**src/rtl/sseg_bcd_mux.sv**
```systemverilog
// Multiplexed seven-segment driver with a sequential double-dabble
// binary-to-BCD converter, signed/unsigned display and overflow marking.
module sseg_bcd_mux #(
  parameter int DIGITS      = 4,
  parameter int IN_W        = 11,
  parameter int REFRESH_DIV = 100000
) (
  input  logic              clk,
  input  logic              rst_n,
  input  logic [IN_W-1:0]   in,
  input  logic              sel,
  output logic [DIGITS-1:0] an,
  output logic [6:0]        seg,
  output logic              dp,
  output logic              ovf
);

  function automatic int ndig(input int w);
    longint m;
    int n;
    m = (longint'(1) << w) - 1;
    n = 1;
    for (int i = 0; i < 12; i++) begin
      if (m >= 10) begin
        m = m / 10;
        n++;
      end
    end
    return n;
  endfunction

  localparam int NB = ndig(IN_W);
  localparam int XN = (NB > DIGITS) ? NB : DIGITS;
  localparam int DW = NB * 4 + IN_W;
  localparam int CW = $clog2(IN_W + 1);
  localparam int RW = (REFRESH_DIV > 1) ? $clog2(REFRESH_DIV) : 1;
  localparam int IW = $clog2(DIGITS);
  localparam logic [RW-1:0] RMAX = RW'(REFRESH_DIV - 1);
  localparam logic [6:0] MINUS = 7'b0111111;
  localparam logic [6:0] BLANK = 7'b1111111;

  typedef enum logic [1:0] {IDLE, SHIFT, LATCH} state_t;

  state_t              st;
  logic [CW-1:0]       cnt;
  logic [DW-1:0]       dd;
  logic                neg;
  logic                mode;
  logic [NB*4-1:0]     bcd;
  logic [NB*4-1:0]     adj;
  logic [XN*4-1:0]     bcdx;
  logic [IN_W-1:0]     mag_n;
  logic                lovf;

  logic [DIGITS-1:0][3:0] ddig;
  logic                dneg;
  logic                dmode;
  logic                dovf;

  logic [RW-1:0]       rcnt;
  logic [IW-1:0]       idx;

  assign bcd   = dd[DW-1:IN_W];
  assign bcdx  = (XN*4)'(bcd);
  assign mag_n = (sel && in[IN_W-1]) ? IN_W'(-in) : in;

  always_comb begin
    adj = bcd;
    for (int i = 0; i < NB; i++) begin
      if (bcd[4*i +: 4] >= 4'd5)
        adj[4*i +: 4] = bcd[4*i +: 4] + 4'd3;
    end
  end

  // Nibbles beyond the digits available in the current mode flag overflow
  always_comb begin
    int av;
    av   = mode ? DIGITS - 1 : DIGITS;
    lovf = 1'b0;
    for (int i = 0; i < NB; i++) begin
      if (i >= av && bcd[4*i +: 4] != 4'd0)
        lovf = 1'b1;
    end
  end

  always_ff @(posedge clk or negedge rst_n) begin
    if (!rst_n) begin
      st    <= IDLE;
      cnt   <= '0;
      dd    <= '0;
      neg   <= 1'b0;
      mode  <= 1'b0;
      ddig  <= '0;
      dneg  <= 1'b0;
      dmode <= 1'b0;
      dovf  <= 1'b0;
    end else begin
      unique case (st)
        IDLE: begin
          dd   <= {{(NB*4){1'b0}}, mag_n};
          neg  <= sel & in[IN_W-1];
          mode <= sel;
          cnt  <= '0;
          st   <= SHIFT;
        end
        SHIFT: begin
          dd  <= {adj, dd[IN_W-1:0]} << 1;
          cnt <= cnt + 1'b1;
          if (cnt == CW'(IN_W - 1))
            st <= LATCH;
        end
        LATCH: begin
          ddig  <= bcdx[DIGITS*4-1:0];
          dneg  <= neg;
          dmode <= mode;
          dovf  <= lovf;
          st    <= IDLE;
        end
        default: st <= IDLE;
      endcase
    end
  end

  always_ff @(posedge clk or negedge rst_n) begin
    if (!rst_n) begin
      rcnt <= '0;
      idx  <= '0;
    end else if (rcnt == RMAX) begin
      rcnt <= '0;
      idx  <= (idx == IW'(DIGITS - 1)) ? '0 : idx + 1'b1;
    end else begin
      rcnt <= rcnt + 1'b1;
    end
  end

  function automatic logic [6:0] dec(input logic [3:0] d);
    case (d)
      4'd0:    return 7'b1000000;
      4'd1:    return 7'b1111001;
      4'd2:    return 7'b0100100;
      4'd3:    return 7'b0110000;
      4'd4:    return 7'b0011001;
      4'd5:    return 7'b0010010;
      4'd6:    return 7'b0000010;
      4'd7:    return 7'b1111000;
      4'd8:    return 7'b0000000;
      4'd9:    return 7'b0010000;
      default: return BLANK;
    endcase
  endfunction

  always_comb begin
    int   av;
    logic hz;
    av = dmode ? DIGITS - 1 : DIGITS;
    hz = 1'b1;
    for (int j = 0; j < DIGITS; j++) begin
      if (j >= int'(idx) && j < av && ddig[j] != 4'd0)
        hz = 1'b0;
    end
    if (dovf)
      seg = MINUS;
    else if (dmode && int'(idx) == DIGITS - 1)
      seg = dneg ? MINUS : BLANK;
    else if (idx != '0 && hz)
      seg = BLANK;
    else
      seg = dec(ddig[idx]);
  end

  assign an  = ~(DIGITS'(1) << idx);
  assign dp  = 1'b1;
  assign ovf = dovf;

endmodule

```
**config.mk**
```make
export PLATFORM = sky130hd
export DESIGN_NAME = sseg_bcd_mux
export DESIGN_NICKNAME = d
export VERILOG_FILES = /design/src/rtl/sseg_bcd_mux.sv
export SDC_FILE = /design/constraint.sdc
export NUM_CORES = 1
export LEC_CHECK = 0
export ABC_CLOCK_PERIOD_IN_PS = 3300
export CORE_MARGIN = 2
export CORE_UTILIZATION = 29
export CTS_CLUSTER_SIZE = 24
export DETAILED_ROUTE_END_ITERATION = 6
export GPL_TIMING_DRIVEN = 0
export SLEW_MARGIN = 5
export SYNTH_ARGS = -nofsm -noshare
export SYNTH_HDL_FRONTEND = slang
export SYNTH_SLANG_ARGS = --single-unit
```
**constraint.sdc**
```tcl
create_clock -name clk -period 3.3 [get_ports clk]
set_input_delay 0.33 -clock clk [delete_from_list [all_inputs] [get_ports clk]]
set_output_delay 0.33 -clock clk [all_outputs]
set_load 0.005 [all_outputs]
```
==> reports/results.txt <==
The synthesized design contains 0 enable-type register cells. The number of remaining DRC errors is 0, and the antenna violation net count after detailed routing is 0. The average wire length per cell after detail routing was 13.47 um; the maximum buffer depth of the clock tree was 2. In the routed layout, each cell is associated on average with a via count of 4.821. The flop and latch count out of synthesis is 73.

For this run, the total global-route usage over all layers was measured as 12.01%. Of all nets on the critical path, the largest fanout is 6. Measured along the y axis, the die boundary spans 122.2 um. Site row count: 43. The fmax is 323.8 MHz, and the pin count of the biggest net entering global routing is 59. For the number of detailed-routing iterations run before antenna repair, the log shows 6.

The final period utilization came out at 93.59%. STA classifies the critical path startpoint as a register. After global routing, the most crowded layer is met2. The horizontal die dimension was 122.2 um. The tools report the proportion of synthesized chip area in sequential cells as 45.12%. The type of the tightest min-delay check is in -> async. The run gives 0 as the count of final setup violators. Required time reported for the critical path endpoint: 2.97 ns.

The die covers 14920 sq um. The tools report the post-cts gate resize count as 0. Critical path startpoint: idx[1]. TritonCTS built the clock tree. The startpoint identified for the worst register-to-register timing path is st[1]. The total count of hold-check failures in the final report was 0; the count of inserted antenna diode cells was 0. Among all flip-flop cells after synthesis, the most frequent one is dfrtp_1.

The critical path is of the reg -> out type. The routing usage on met1 is 16.60%. Wires add up to 8527 um. The cell with the most instances after synthesis is dfrtp_1. The type of destination of the critical path was an output pin.

Counting distinct cell types in the post-synthesis netlist gives 47. The largest voltage drop on the vdd net came out at 233.7 uV. Sorting the synthesized cells by area gives the leading types as dfrtp_1 (45%), ha_1 (6.8%), mux2_2 (5.6%), o21ai_0 (4.9%), nand2_1 (4.9%). Detailed placement finished with a half-perimeter wire length of 6181 um. The end point of the critical path was seg[1].

For this run, the post-layout net count is 484. Power spread over the standard cell area amounts to 590.3 nW/um^2. In the synthesized netlist, the cells that appear most often are dfrtp_1 (73), nand2_1 (53), o21ai_0 (40), nor2_1 (31), inv_1 (24). The initial core utilization is 29.40%, and the count of port buffers added during placement is 25.

Across all hold checks on the routed design, the worst slack comes to 0.4167 ns. 27 I/O pins were placed. The biggest area contributor in the post-synthesis netlist is dfrtp_1. The endpoint identified for the worst register-to-register timing path is dd[5]. Setup repair after global routing left no endpoint under its margin.

The worst path in the final design needs a cycle of 3.089 ns, including I/O delays and setup. The number of nets in the synthesized netlist is 446. Setup slack of the most critical reg-to-reg path: 1.51 ns. The H-tree generated during clock tree synthesis spans 3 levels. The first-pass GRT wire length was 14270 um. The tree built by TritonCTS fans out to 73 sinks.

A synthesized cell averages 9.875 sq um. For this run, the number of Yosys warnings is 0. The total global routing overflow was 0; the depth of the worst register-to-register path was 3. The final clock skew was 0.005960 ns; the utilization of the core after routing was 35.32%. Max-cap violations in this run came to 0.

Detailed routing inserted a total of 3052 vias. After clock tree synthesis, the clock-pin slew on the worst setup and hold paths is 0.06 ns. The top cell type by area accounts for 45.12% of the synthesized area. The via count of the first global-routing pass was 2965. The final-report max-slew violation count is 0, and the worst relative slew slack is 52.68%.

The logs give 0 for the initial antenna violation count and 2.76 ns for the arrival time at the worst endpoint. At the later pin of the worst-skew pair, clock insertion delay measures 0.32 ns. At the end of routability-driven placement, the weighted congestion stood at 0.8286. After synthesis, the share of flip-flops with an asynchronous set or reset is 100.0%. The root buffer cell chosen for the clock tree is clkbuf_16. From synthesis to final layout, the design area changed by 20.15%.

The run gives 9 as the number of buffers added by the clock tree synthesis step. The run finished with clean final reports. In this run the static leakage power is 2.155 nW. Synthesis produced a netlist whose cell count is 410.

In the global route stage, met2 resource usage came out at 18.85%. The transition time at the pin with the least slew margin was 0.7055 ns. For this run, global-route usage on met3 was measured as 2.434%. The tools report the post-synthesis instance area as 4049 sq um. For this block, the initial DRC count from the detailed router was 168.

After floorplanning, the core was sized to cover 13770 sq um. Setup total negative slack on the finished layout was measured at 0 ns. In the final layout, the share of cells above drive strength 1 is 11.04%.
## worst max-delay path, stage by stage, from the launching register on
cell and delay (ns):
dfrtp_1 0.41, clkbuf_2 0.19, inv_1 0.12, ha_1 0.15, inv_1 0.07, a21oi_1 0.14
nor3_1 0.08, a211oi_1 0.61, o21ai_0 0.19, clkdlybuf4s50_1 0.49
## state kept, by name, indices dropped and copies added (netlist names)
signal	flops
dd	27
neg	1
mode	1
dmode	1
st	2
ddig	16
cnt	4
idx	2
rcnt	17
dneg	1
ovf	1
## power by group
group | switching (mW) | internal [mW]
Sequential | 0.112 | 1.00
Clock | 0.349 | 0.662
Combinational | 0.345 | 0.405
## per-stage QoR
stage | instances | setup WS [ns] | power (mW) | cell area (sq um)
2_1_floorplan | 410 | 1.241 | 1.569 | 4049
3_3_place_gp | 615 | -0.6407 | 1.841 | 4524
3_5_place_dp | 616 | 0.5259 | 1.877 | 4549
4_1_cts | 633 | 0.1751 | 2.895 | 4865
5_1_grt | 633 | 0.02896 | 3.045 | 4865
6_report | 633 | 0.2115 | 2.872 | 4865
## cell families after synthesis
| family | count (synthesis) | share of synthesized area (%) |
|---|---|---|
| other | 1 | 0.09262 |
| AO/OA/AOI/OAI | 79 | 11.77 |
| XOR/XNOR | 30 | 6.489 |
| flip-flops | 73 | 45.12 |
| multiplexers | 31 | 9.611 |
| adder cells (fa/ha/maj) | 22 | 6.798 |
| AND/OR/NAND/NOR | 135 | 16.04 |
| buffers and inverters | 39 | 4.079 |
## how the worst min path moves through the flow
stage            start  endpoint  slack (ns)  depth (start not counted)
2_1_floorplan    rst_n    cnt[0]        0.03                          0
3_3_place_gp   rcnt[0]   rcnt[0]        0.46                          1
3_5_place_dp     rst_n  ddig[12]        0.22                          1
4_1_cts          rst_n  ddig[13]        0.42                          2
5_1_grt          rst_n  ddig[13]        0.44                          2
6_report         rst_n  ddig[13]        0.42                          2
## routing by layer
metal	wire length (um)	share of wire (%)
met5	0	0
met4	138	1.6
met3	306	3.6
met2	3945	46
met1	4136	49
## layout by cell type (no fill, tap or decap), types with 2 or more instances in the layout
cell,instances
nand3_1,10
and2_1,2
mux4_2,3
and3_1,4
xor2_1,13
nand2_1,53
mux2_2,20
nand2b_1,6
a22oi_1,3
clkbuf_16,9
clkbuf_1,12
o21ai_0,40
ha_1,22
a21oi_1,15
buf_4,3
dfrtp_1,73
o21ai_1,3
o31ai_1,3
and4_1,3
buf_2,2
nand4_1,2
bufinv_16,2
nor2b_1,7
clkdlybuf4s50_1,24
a22o_1,7
nor4_1,3
nor3_1,6
xnor2_1,17
nor2_1,31
inv_1,24
or3_1,3
mux2i_1,7
## final cells by class
class / count / area (sq um)
buffer: 15 / 75.07
clock buffer: 13 / 240.2
clock inverter: 3 / 65.06
fill: 1416 / 8909
inverter: 24 / 90.09
multi-input combinational: 298 / 2057
sequential: 73 / 1827
tap: 180 / 225.2
timing repair buffer: 27 / 285.3
## repair_timing
action,4_1_cts,5_1_grt
hold buffers,1,0
hold endpoints to repair,15,0
endpoints found under the setup margin,0,0
setup buffers,0,0
Power figures use the tool's default switching activity.
